### config.mk
export PLATFORM = sky130hd
export DESIGN_NAME = countdown_timer_arbiter
export DESIGN_NICKNAME = d
export VERILOG_FILES = /design/src/rtl/countdown_timer_arbiter.sv
export SDC_FILE = /design/constraint.sdc
export NUM_CORES = 1
export LEC_CHECK = 0
export CORE_MARGIN = 2
export CORE_UTILIZATION = 30
export CTS_CLUSTER_SIZE = 30
export DETAILED_ROUTE_END_ITERATION = 6
export PLACE_DENSITY = 0.62
export SYNTH_ARGS = -nofsm -noshare
export SYNTH_HDL_FRONTEND = slang
export SYNTH_SLANG_ARGS = --single-unit
### constraint.sdc
create_clock -name i_w_clk -period 2.45 [get_ports i_w_clk]
set_clock_uncertainty 0.15 [all_clocks]
set_input_delay 0.49 -clock i_w_clk [delete_from_list [all_inputs] [get_ports i_w_clk]]
set_output_delay 0.49 -clock i_w_clk [all_outputs]
set_load 0.05 [all_outputs]
### src/rtl/countdown_timer_arbiter.sv
// Round-robin sequencer that shares one countdown timer between N_REQ requesters.
// Loads the winner's value into the timer, waits for done, and returns an ack.
// A watchdog aborts a timer that never finishes and returns err instead of ack.
module countdown_timer_arbiter #(
    parameter  int unsigned GRANT_WIDTH = 2,
    parameter  int unsigned VALUE_WIDTH = 8,
    parameter  int unsigned TIMEOUT     = 300,
    localparam int unsigned N_REQ       = 2 ** GRANT_WIDTH
) (
    input  logic                         i_w_clk,
    input  logic                         i_w_reset,
    input  logic [N_REQ-1:0]             i_w_req,
    input  logic [N_REQ*VALUE_WIDTH-1:0] i_w_value,
    output logic [N_REQ-1:0]             o_w_ack,
    output logic [N_REQ-1:0]             o_w_err,
    output logic                         o_w_busy,
    output logic [GRANT_WIDTH-1:0]       o_w_grant_id,
    output logic                         o_w_timer_ready,
    output logic [VALUE_WIDTH-1:0]       o_w_timer_value,
    output logic                         o_w_timer_reset,
    input  logic                         i_w_timer_done
);

    localparam int unsigned WD_WIDTH = $clog2(TIMEOUT);

    typedef enum logic [2:0] {
        IDLE      = 3'd0,
        ISSUE     = 3'd1,
        WAIT_DONE = 3'd2,
        ABORT     = 3'd3,
        COMPLETE  = 3'd4
    } state_t;

    state_t                 state_q, state_d;
    logic [GRANT_WIDTH-1:0] grant_q, grant_d;
    logic [GRANT_WIDTH-1:0] last_q, last_d;
    logic [VALUE_WIDTH-1:0] value_q, value_d;
    logic [WD_WIDTH-1:0]    wd_q, wd_d;
    logic [N_REQ-1:0]       ack_q, ack_d;
    logic [N_REQ-1:0]       err_q, err_d;
    logic                   busy_q, busy_d;
    logic                   ready_q, ready_d;

    logic                   pick_valid;
    logic [GRANT_WIDTH-1:0] pick_idx;
    logic [GRANT_WIDTH-1:0] cand;

    // Round-robin search starting just after the last served requester.
    always_comb begin
        pick_valid = 1'b0;
        pick_idx   = '0;
        cand       = '0;
        for (int unsigned i = 1; i <= N_REQ; i++) begin
            cand = GRANT_WIDTH'(32'(last_q) + i);
            if (!pick_valid && i_w_req[cand]) begin
                pick_valid = 1'b1;
                pick_idx   = cand;
            end
        end
    end

    // Next-state and next-output logic; pulses are computed on the transition
    // into the state that owns them so every output leaves a flop.
    always_comb begin
        state_d = state_q;
        grant_d = grant_q;
        last_d  = last_q;
        value_d = value_q;
        wd_d    = wd_q;
        ack_d   = '0;
        err_d   = '0;
        ready_d = 1'b0;
        case (state_q)
            IDLE: begin
                if (pick_valid) begin
                    grant_d = pick_idx;
                    value_d = i_w_value[32'(pick_idx) * VALUE_WIDTH +: VALUE_WIDTH];
                    ready_d = 1'b1;
                    state_d = ISSUE;
                end
            end
            ISSUE: begin
                wd_d    = '0;
                state_d = WAIT_DONE;
            end
            WAIT_DONE: begin
                if (i_w_timer_done) begin
                    ack_d[grant_q] = 1'b1;
                    state_d        = COMPLETE;
                end else if (wd_q == WD_WIDTH'(TIMEOUT - 1)) begin
                    state_d = ABORT;
                end else begin
                    wd_d = wd_q + 1'b1;
                end
            end
            ABORT: begin
                err_d[grant_q] = 1'b1;
                state_d        = COMPLETE;
            end
            COMPLETE: begin
                last_d  = grant_q;
                state_d = IDLE;
            end
            default: begin
                state_d = IDLE;
            end
        endcase
        busy_d = (state_d != IDLE);
    end

    // State and output registers with synchronous reset.
    always_ff @(posedge i_w_clk) begin
        if (i_w_reset) begin
            state_q <= IDLE;
            grant_q <= '0;
            last_q  <= GRANT_WIDTH'(N_REQ - 1);
            value_q <= '0;
            wd_q    <= '0;
            ack_q   <= '0;
            err_q   <= '0;
            busy_q  <= 1'b0;
            ready_q <= 1'b0;
        end else begin
            state_q <= state_d;
            grant_q <= grant_d;
            last_q  <= last_d;
            value_q <= value_d;
            wd_q    <= wd_d;
            ack_q   <= ack_d;
            err_q   <= err_d;
            busy_q  <= busy_d;
            ready_q <= ready_d;
        end
    end

    assign o_w_ack         = ack_q;
    assign o_w_err         = err_q;
    assign o_w_busy        = busy_q;
    assign o_w_grant_id    = grant_q;
    assign o_w_timer_ready = ready_q;
    assign o_w_timer_value = value_q;
    // Timer reset is combinational so it tracks the global reset in the same cycle.
    assign o_w_timer_reset = i_w_reset | (state_q == ABORT);

endmodule
---- After elaboration in Yosys (flattened, before gate mapping) ----
Cells that the tools add are included.
operators by class
  add/subtract/negate cells ............... 5
  order comparisons ....................... 6
  eq/ne operators ......................... 7
  shift-type cells ........................ 1
  multiplexer cells ....................... 26
  bitwise operators ....................... 5
  reduce and logical (&&, ||, !) cells .... 15
operators by type and width
  operator                                                                      number
  32-bit by 6-bit variable part select with 8-bit output                        1
  9-bit 2-to-1 mux                                                              2
  9-bit one-hot mux with 2 select lines                                         1
  2-bit by 3-bit less-than comparator with 1-bit output, second input constant  5
  3-bit one-hot mux with 4 select lines                                         1
  1-bit 2-to-1 mux                                                              10
  9-bit by 1-bit adder with 9-bit output, second input constant                 1
  9-bit equality test, second input constant                                    1
  3-bit 2-to-1 mux                                                              3
  1-bit binary-select mux with 2-bit select                                     4
  2-bit 2-to-1 mux                                                              4
  3-bit by 2-bit equality test with 1-bit output, second input constant         2
  2-bit by 1-bit adder with 2-bit output, second input constant                 2
  2-bit adder, second input constant                                            2
  1-bit logical AND                                                             4
  2-bit != test, second input constant                                          2
  1-bit inverter                                                                4
  2-bit OR reduction                                                            2
  3-bit by 1-bit equality test with 1-bit output, second input constant         1
  3-bit equality test, second input constant                                    1
  1-bit logical NOT                                                             3
  3-bit logical NOT                                                             1
  3-bit AND reduction                                                           1
  3-bit nonzero test                                                            1
  6 further kinds                                                               6
storage, ports and cells
  register bits ........................... 34
  bits of input ports ..................... 39
  output and inout bits ................... 21
  logic and storage cells ................. 74

---- Depth between registers and ports, before layout ----
Gate-level depths: netlist (run 1).
  word-level depth ........................ 16
  depth in mapped cells ................... 7

---- Worst setup path after synthesis (run 1) ----
Ideal clock, no wire load.
  path kind ............................... input port to output port
  from .................................... input port i_w_reset
  to ...................................... output port o_w_timer_reset
  arrival ................................. 1,190 ps
  path slack .............................. 620 ps
  cell stages on the path ................. 2
  path through ............................ clkbuf_1 > nand2b_1
between the ends
  word-level cells in the longest chain between the ends .. 1
RTL lines
  what         line  text
  from (decl)  11    input logic i_w_reset,
  1-bit OR     143   assign o_w_timer_reset = i_w_reset | (state_q == ABORT);
  to (decl)    20    output logic o_w_timer_reset,
Every way passes these cells.

---- Worst setup path after layout (run 1) ----
  from .................................... register grant_q[0], in the netlist o_w_grant_id[0]
  to ...................................... output port o_w_grant_id[0]
RTL lines
  what                    line  text
  from (decl)             35    logic [GRANT_WIDTH-1:0] grant_q, grant_d;
  from (signal assigned)  125   grant_q <= grant_d;
  to (decl)               17    output logic [GRANT_WIDTH-1:0] o_w_grant_id,
No word-level cell between the ends.

==> results of run 1 <==
where the power goes:
part / switching (W) / internal (W)
Clock: 0.000191 / 0.000304
Sequential: 0.0000296 / 0.000591
Combinational: 0.000238 / 0.000188
Total: 0.000459 / 0.00108
worst reg2reg max path: stages (launching register included):
cell,delay [ns]
dfxtp_1,0.36
or4b_4,0.58
o21ai_4,0.29
a211oi_1,0.14
xnor2_1,0.17
nor2_1,0.05
final timing paths:
check / to / cells past startpoint / from
worst max register to register: wd_q[2] / 5 / wd_q[2]
worst min-delay path: o_w_timer_value[1] / 2 / o_w_timer_value[1]
worst min register to register: o_w_timer_value[1] / 2 / o_w_timer_value[1]
worst max-delay path: o_w_grant_id[0] / 1 / o_w_grant_id[0]
state kept, by name (all words and copies together), names as in the netlist:
signal,flops
last_q,2
o_w_ack,4
o_w_busy,1
o_w_err,4
o_w_grant_id,2
o_w_timer_ready,1
o_w_timer_value,8
state_q,3
wd_q,9
area by class of cell:
| class | instances | area share, % |
|---|---|---|
| sequential | 34 | 28.0 |
| tap | 70 | 3.60 |
| clock inverter | 1 | 1.23 |
| inverter | 6 | 0.925 |
| clock buffer | 7 | 3.13 |
| multi-input combinational | 126 | 37.1 |
| timing repair buffer | 62 | 26.1 |
placed cells by master (no fill, tap or decap), types with 2 or more instances in the layout:
master / count
a2111oi_2: 2
a211oi_1: 7
a21oi_1: 6
buf_12: 2
buf_4: 2
clkbuf_1: 2
clkbuf_8: 5
clkdlybuf4s50_1: 58
dfxtp_1: 34
inv_1: 6
mux2i_1: 18
nand2_1: 9
nand2b_1: 10
nand3_1: 2
nand3b_1: 10
nand4_1: 2
nor2_1: 21
nor3_1: 2
o21ai_0: 2
o221ai_1: 8
o22ai_1: 2
or2_2: 2
xnor2_1: 6
logic make-up (layout without fill, tap and decap cells):
group	count (synthesis)	after routing	synth area share [%]
buffers and inverters	14	76	3.98
muxes	18	18	11.0
xor gates and xnor gates	6	6	3.21
adders and majority gates	1	1	0.765
DFF	34	34	41.6
AOI/OAI and AO/OA	33	33	15.9
and+or+nand+nor	68	68	23.5
routing by layer:
| layer | global-route usage (%) | part of all wire (%) | wire (um) | up-vias |
|---|---|---|---|---|
| li1 | - | - | - | 751 |
| met1 | 16.2 | 48 | 1830 | 656 |
| met2 | 17.9 | 41 | 1550 | 49 |
| met3 | 5.35 | 9.4 | 356 | 5 |
| met4 | 4.82 | 1.3 | 48 | 0 |
| met5 | 0 | 0 | 0 | - |
through the flow:
step	util, %	std cells	setup WS, ns
floorplan	-	174	0.620
global placement	45.0	298	0.0617
detailed placement	45.0	298	0.0403
CTS	47.1	306	0.166
global route	47.1	306	0.112
finish	47.1	306	0.181
==> flow_summary.toml, run 1 <==
[cts]
postCtsSetupBuffers = 0
insertion_delay_ns = 0.28
cts_hold_buffers = 0
clkSinkCount = 34
cts_htree_levels = 2
ctsResizeCount = 0
clock-root-buffer = "clkbuf_8"
cts_tree = "yes"
path_clk_slew_ns = 0.06
numCtsBuffers = 5
clk_path_buf_depth = 2

[floorplan]
die_w_um = 77.8
initial_utilization_pct = 31.6
core-area_sq_mm = 0.00517
ioPinCount = 60
dieHeight_um = 77.8
die_area_sq_mm = 0.00606
rows = 26

[finish]
n_fill_cell = 490
layout.nets = 275
final_cell_area_sq_mm = 0.00243
n_antenna_cell = 0
drive_above_1_share_pct = 8.05
syn2layout_area_growth_pct = 48.9
register_area_sq_um = 681
multi_input_area_sq_um = 902

[sta]
post-route-period-util_pct = 92.6
setup_violations = 0
hold_violations = 0
slew_headroom_pct = 65.4
hold_ws_ns = 0.348
slew_viol_final = 0
max_freq_ghz = 0.441
grt_setup_unrepaired = "no"
worstMarginPinSlew_ns = 0.517
min_period_ns = 2.27
tns_ns = 0

[logic_synthesis]
synth_top_area_share_pct = 41.6
async_flop_share_pct = 0
synth_edf_count = 0
syn_area_sq_mm = 0.00164
ys_ff_latch = 34
yosysMostFrequentCell = "dfxtp_1"
synth.largest_area_cell = "dfxtp_1"
synthDistinctLibCells = 37
yosysSeqAreaShare_pct = 41.6
yosys_warnings = 0
syn_inst = 174
synthTopCellsByCount = "dfxtp_1, nor2_1, mux2i_1"
synth_nets = 214
synth_area_per_cell_sq_um = 9.40
synthTopCellsByArea = "dfxtp_1, mux2i_1, nor2_1"
ys_dominant_reg_cell = "dfxtp_1"

[routing]
avgViaCountPerCell = 4.77
drt_pass1_iterations = 4
routed_wl_um = 3790
drt-initial-drc-count = 58
dr_total_vias = 1461
drc = 0
avgRoutedWirePerCell_um = 12.4
antenna_left = 0

[place]
hpwl_um = 2820
gp_congestion = 0.780
port_buffers = 59
dpl-instance-area_sq_mm = 0.00233

[worst_setup_path]
cp-end-kind = "primary output"
path_cells = "clkdlybuf4s50_1"
worstPathRequired_ns = 1.81
critPathBufInv = 1
cp_top_family = "buffers and inverters"
slowest_delay_ns = 0.86
critPathLaunchType = "flip-flop"
critPathKind = "flip-flop to primary output"
cp.arrival_ns = 1.63
r2r_setup_slack_ns = 0.59
slowest_stage = "clkdlybuf4s50_1"
path_max_fanout = 8

[hold_path]
hold_class = "flip-flop to flip-flop"

[global_route]
grt_max_degree = 23
grt_usage_pct = 12.4
grt_pass1_wl_um = 6080
grt_overflow = 0
antenna_found_initial = 0
grt_pass1_vias = 1342

[power_and_ir_drop]
powerDensity_mw_per_mm2 = 633
p_leak_nw = 0.892
ir_drop_uv = 371
total_power_w = 0.00154

[run]
cap_violations = 0

[run_status]
status = "completed"
Power figures use the tool's default switching activity.
==> inputs of run 2 (changes only) <==
--- a/config.mk
+++ b/config.mk
@@ -5,11 +5,13 @@
 export SDC_FILE = /design/constraint.sdc
 export NUM_CORES = 1
 export LEC_CHECK = 0
+export CAP_MARGIN = 25
 export CORE_MARGIN = 2
 export CORE_UTILIZATION = 30
 export CTS_CLUSTER_SIZE = 30
 export DETAILED_ROUTE_END_ITERATION = 6
-export PLACE_DENSITY = 0.62
+export DONT_BUFFER_PORTS = 1
+export PLACE_DENSITY = 0.48
 export SYNTH_ARGS = -nofsm -noshare
 export SYNTH_HDL_FRONTEND = slang
 export SYNTH_SLANG_ARGS = --single-unit
==> flow_summary.toml, run 2 (synthesized netlist as in run 1, its figures left out) <==
[run_status]
status = "completed"

[sta]
post-route-period-util_pct = 78.8
hold_violations = 0
slew_viol_final = 0
worstMarginPinSlew_ns = 0.702
tns_ns = 0
max_freq_ghz = 0.518
slew_headroom_pct = 53.1
setup_violations = 0
grt_setup_unrepaired = "no"
min_period_ns = 1.93

[cts]
insertion_delay_ns = 0.28
clock-root-buffer = "clkbuf_8"
cts_tree = "yes"
clk_path_buf_depth = 2
cts_hold_buffers = 0
path_clk_slew_ns = 0.07
ctsResizeCount = 0
postCtsSetupBuffers = 0
cts_htree_levels = 2
clkSinkCount = 34
numCtsBuffers = 5

[finish]
n_fill_cell = 519
regMostFlops = "wd_q"
most-common-layout-cells = "dfxtp_1, nor2_1, mux2i_1"
layout.nets = 214
final_cell_area_sq_mm = 0.00178
syn2layout_area_growth_pct = 8.80
multi_input_area_sq_um = 902
register_area_sq_um = 681
drive_above_1_share_pct = 9.77
layout_commonest_cell = "dfxtp_1"
n_antenna_cell = 0
largest_reg_flops = 9

[worst_setup_path]
worstPathRequired_ns = 2.50
path_max_fanout = 13
critPathKind = "flip-flop to flip-flop"
critPathLaunchType = "flip-flop"
cp.arrival_ns = 1.98
cp-end-kind = "flip-flop"

[routing]
drc = 0
avgRoutedWirePerCell_um = 14.7
avgViaCountPerCell = 5.13
drt_pass1_iterations = 4
dr_total_vias = 1251
drt-initial-drc-count = 74
routed_wl_um = 3590
antenna_left = 0

[place]
port_buffers = 0
dpl-instance-area_sq_mm = 0.00170
hpwl_um = 2680
gp_congestion = 0.778

[floorplan]
ioPinCount = 60
core-area_sq_mm = 0.00517
initial_utilization_pct = 31.6
die_w_um = 77.8
die_area_sq_mm = 0.00606
rows = 26
dieHeight_um = 77.8

[power_and_ir_drop]
p_leak_nw = 0.640
ir_drop_uv = 193
powerDensity_mw_per_mm2 = 725
p_int_w = 0.000856
power_frac_comb_pct = 13.6
clkPwrFrac_pct = 29.6
swShare_pct = 33.7
power_switching_w = 0.000435
pwr-share-seq_pct = 56.8

[global_route]
grt_max_degree = 24
grt_pass1_wl_um = 5710
antenna_found_initial = 0
grt_usage_pct = 12.1
grt_overflow = 0
grt_pass1_vias = 1194

[run]
cap_violations = 0

[hold_path]
hold_class = "input port to flip-flop"
-- run 2: changes by cell type in the layout (fill, tap and decap cells not counted), sizes merged --
cell and delta:
clkdlybuf4s50 -58, bufinv -1, clkinv +2, buf -3
clkbuf -2
-- run 2: final timing paths --
kind | slack [ns] | depth (start not counted) | startpoint | to
worst min register to register | 0.39 | 2 | wd_q[8] | wd_q[8]
worst min-delay path | 0.12 | 1 | i_w_reset | o_w_grant_id[0]
worst max register to register | 0.52 | 4 | state_q[2] | o_w_timer_value[7]
worst max-delay path | 0.52 | 4 | state_q[2] | o_w_timer_value[7]
-- run 2: routing by layer --
layer / vias to the layer above / GRT usage [%] / routed length, um
met3: 7 / 4.77 / 244
met4: 0 / 5.36 / 75
met2: 34 / 19.7 / 1720
met5: - / 0 / 0
met1: 579 / 13.8 / 1550
li1: 631 / - / -
-- run 2: metrics by stage --
stage / utilization [%] / std cells / total power (W) / hold WS, ns / worst slack [ns]
after floorplan: - / 174 / 0.000890 / 0.326 / 0.620
after global placement: 32.9 / 237 / 0.000917 / 0.346 / 0.561
after detailed placement: 32.9 / 237 / 0.000925 / 0.379 / 0.473
after CTS: 34.4 / 244 / 0.00131 / 0.109 / 0.498
after global routing: 34.4 / 244 / 0.00135 / 0.109 / 0.402
final: 34.4 / 244 / 0.00129 / 0.120 / 0.519
-- run 2: layout make-up --
type	instances	area share (%)
clock buffers	5	3.87
repair buffers	1	0.422
multi-input cells	126	50.7
well taps	70	4.92
inverters	6	1.27
flip-flops and latches	34	38.3
clock inverters	2	0.563
-- run 2: power by group through the flow --
stage | registers (W) | logic [W] | clock network [W]
after floorplan | 0.000733 | 0.000157 | 0
after global placement | 0.000747 | 0.000170 | 0
after detailed placement | 0.000747 | 0.000178 | 0
after CTS | 0.000734 | 0.000178 | 0.000402
after global routing | 0.000738 | 0.000194 | 0.000423
final | 0.000733 | 0.000176 | 0.000382
-- run 2: worst max-delay path: stages, from the launching register on --
cell and delay, ns:
dfxtp_1 0.37, or4_4 0.65, nor2_1 0.19, nand2_1 0.21
o221ai_1 0.27
==> inputs of run 3 (changes only) <==
==> constraint.sdc (replaced) <==
create_clock -name i_w_clk -period 1.9 [get_ports i_w_clk]
set_clock_uncertainty 0.15 [all_clocks]
set_input_delay 0.38 -clock i_w_clk [delete_from_list [all_inputs] [get_ports i_w_clk]]
set_output_delay 0.38 -clock i_w_clk [all_outputs]
set_load 0.05 [all_outputs]
==> flow_summary.toml, run 3 (synthesized netlist as in run 1, its figures left out) <==
[run_status]
status = "completed"

[floorplan]
die_area_sq_mm = 0.00606
rows = 26
die_w_um = 77.8
dieHeight_um = 77.8
ioPinCount = 60
core-area_sq_mm = 0.00517
initial_utilization_pct = 31.6

[routing]
drt_pass1_iterations = 4
drc = 0
met1_length_um = 1620
avgViaCountPerCell = 5.11
antenna_left = 0
maxUsedRoutingLayer = "met4"
wl_met2_um = 1940
drt-initial-drc-count = 85
routed_wl_um = 3840
dr_total_vias = 1299
avgRoutedWirePerCell_um = 15.1
route.met3.wl_um = 191

[worst_setup_path]
startpoint = "wd_q[2]"
r2r_setup_slack_ns = 0.09
r2r_start = "wd_q[2]"
critPathKind = "flip-flop to flip-flop"
slowest_stage = "or4b_4"
worstPathRequired_ns = 1.92
critPathBufInv = 0
path_cells = "or4b_4 > o21ai_4 > a211oi_1 > xnor2_1 > nor2_1"
cp-end-kind = "flip-flop"
cp.arrival_ns = 1.84
rr_endpoint = "wd_q[5]"
cp_top_family = "simple AND/OR/NAND/NOR gates"
path_max_fanout = 8
critPathLaunchType = "flip-flop"
slowest_delay_ns = 0.57
reg2regPathDepth = 5

[sta]
slew_headroom_pct = 64.6
hold_ws_ns = 0.0199
slew_viol_final = 0
max_freq_ghz = 0.552
min_period_ns = 1.81
hold_violations = 0
grt_setup_unrepaired = "yes"
post-route-period-util_pct = 95.4
setup_violations = 0
tns_ns = 0
worstMarginPinSlew_ns = 0.530

[global_route]
grt_usage_pct = 12.2
grt_overflow = 0
grt_pass1_wl_um = 5880
grt_pass1_vias = 1267
grt_max_degree = 23
antenna_found_initial = 0

[finish]
finalNonFillerCells = 254
final_util_pct = 36.9
syn2layout_area_growth_pct = 16.6
drive_above_1_share_pct = 16.8
layout_commonest_cell = "dfxtp_1"
layout.nets = 223
n_antenna_cell = 0
largest_reg_flops = 9
most-common-layout-cells = "dfxtp_1, nor2_1, mux2i_1"
regMostFlops = "wd_q"

[cts]
cts_tree = "yes"
clock-root-buffer = "clkbuf_8"
clk_path_buf_depth = 2
clkSinkCount = 34
numCtsBuffers = 5
cts_htree_levels = 2
path_clk_slew_ns = 0.06
insertion_delay_ns = 0.28

[place]
port_buffers = 0
hpwl_um = 2830
gp_congestion = 0.760
placed_cells = 244

[power_and_ir_drop]
powerDensity_mw_per_mm2 = 921
swShare_pct = 32.7
ir_drop_uv = 297
pwr-share-seq_pct = 52.5
power_switching_w = 0.000574
p_leak_nw = 0.695
p_int_w = 0.00118
power_frac_comb_pct = 16.7
clkPwrFrac_pct = 30.9

[hold_path]
hold_class = "input port to flip-flop"
hold_end = "state_q[1]"
whs_path_depth = 1
holdCritStartpoint = "i_w_reset"

[run]
cap_violations = 0
==> run 3: changes by cell type in the layout (fill, tap and decap cells not counted), sizes merged <==
cell | before | now
clkbuf | 5 | 7
dlygate4sd3 | 0 | 2
clkinv | 2 | 1
buf | 1 | 8
==> run 3: final cells by class <==
class	instances	area (sq um)
repair buffers	10	92.6
well taps	70	87.6
clock inverters	1	5.00
fillers	515	3270
clock buffers	7	86.3
inverters	6	22.5
flip-flops and latches	34	682
multi-input cells	126	931
==> run 3: worst max path at each step <==
stage	to	slack (ns)	cells past startpoint
after floorplan	o_w_timer_value[0]	0.19	7
after global placement	wd_q[4]	0.07	5
after detailed placement	o_w_timer_value[7]	0.05	5
after CTS	o_w_timer_value[7]	0.07	4
after global routing	wd_q[5]	-0.01	5
final	wd_q[5]	0.09	5
==> run 3: metal layers <==
| layer | GRT usage [%] | up-vias |
|---|---|---|
| met5 | 0 | - |
| met4 | 6.07 | 0 |
| met3 | 3.49 | 8 |
| met2 | 20.8 | 32 |
| met1 | 13.9 | 610 |
| li1 | - | 649 |
==> run 3: repair_timing <==
action	in CTS	in global routing
hold buffers	1	1
setup buffers	0	0
setup endpoints to repair	0	8
endpoints found under the hold margin	2	1
resized for setup	0	8
==> run 3: power by group through the flow <==
stage                     Combinational (W)  Clock (W)  Sequential (W)
after floorplan                    0.000203          0        0.000945
after global placement             0.000274          0        0.000935
after detailed placement           0.000282          0        0.000937
after CTS                          0.000284   0.000568        0.000921
after global routing               0.000316   0.000594        0.000925
final                              0.000293   0.000542        0.000921
==> run 3: stage by stage <==
| step | power [W] | instance area [sq um] | worst slack (ns) |
|---|---|---|---|
| after global placement | 0.00121 | 1770 | 0.0717 |
| final | 0.00176 | 1910 | 0.0877 |
| after global routing | 0.00184 | 1910 | -0.0101 |
| after CTS | 0.00177 | 1870 | 0.0693 |
| after detailed placement | 0.00122 | 1770 | 0.0536 |
| after floorplan | 0.00115 | 1640 | 0.192 |
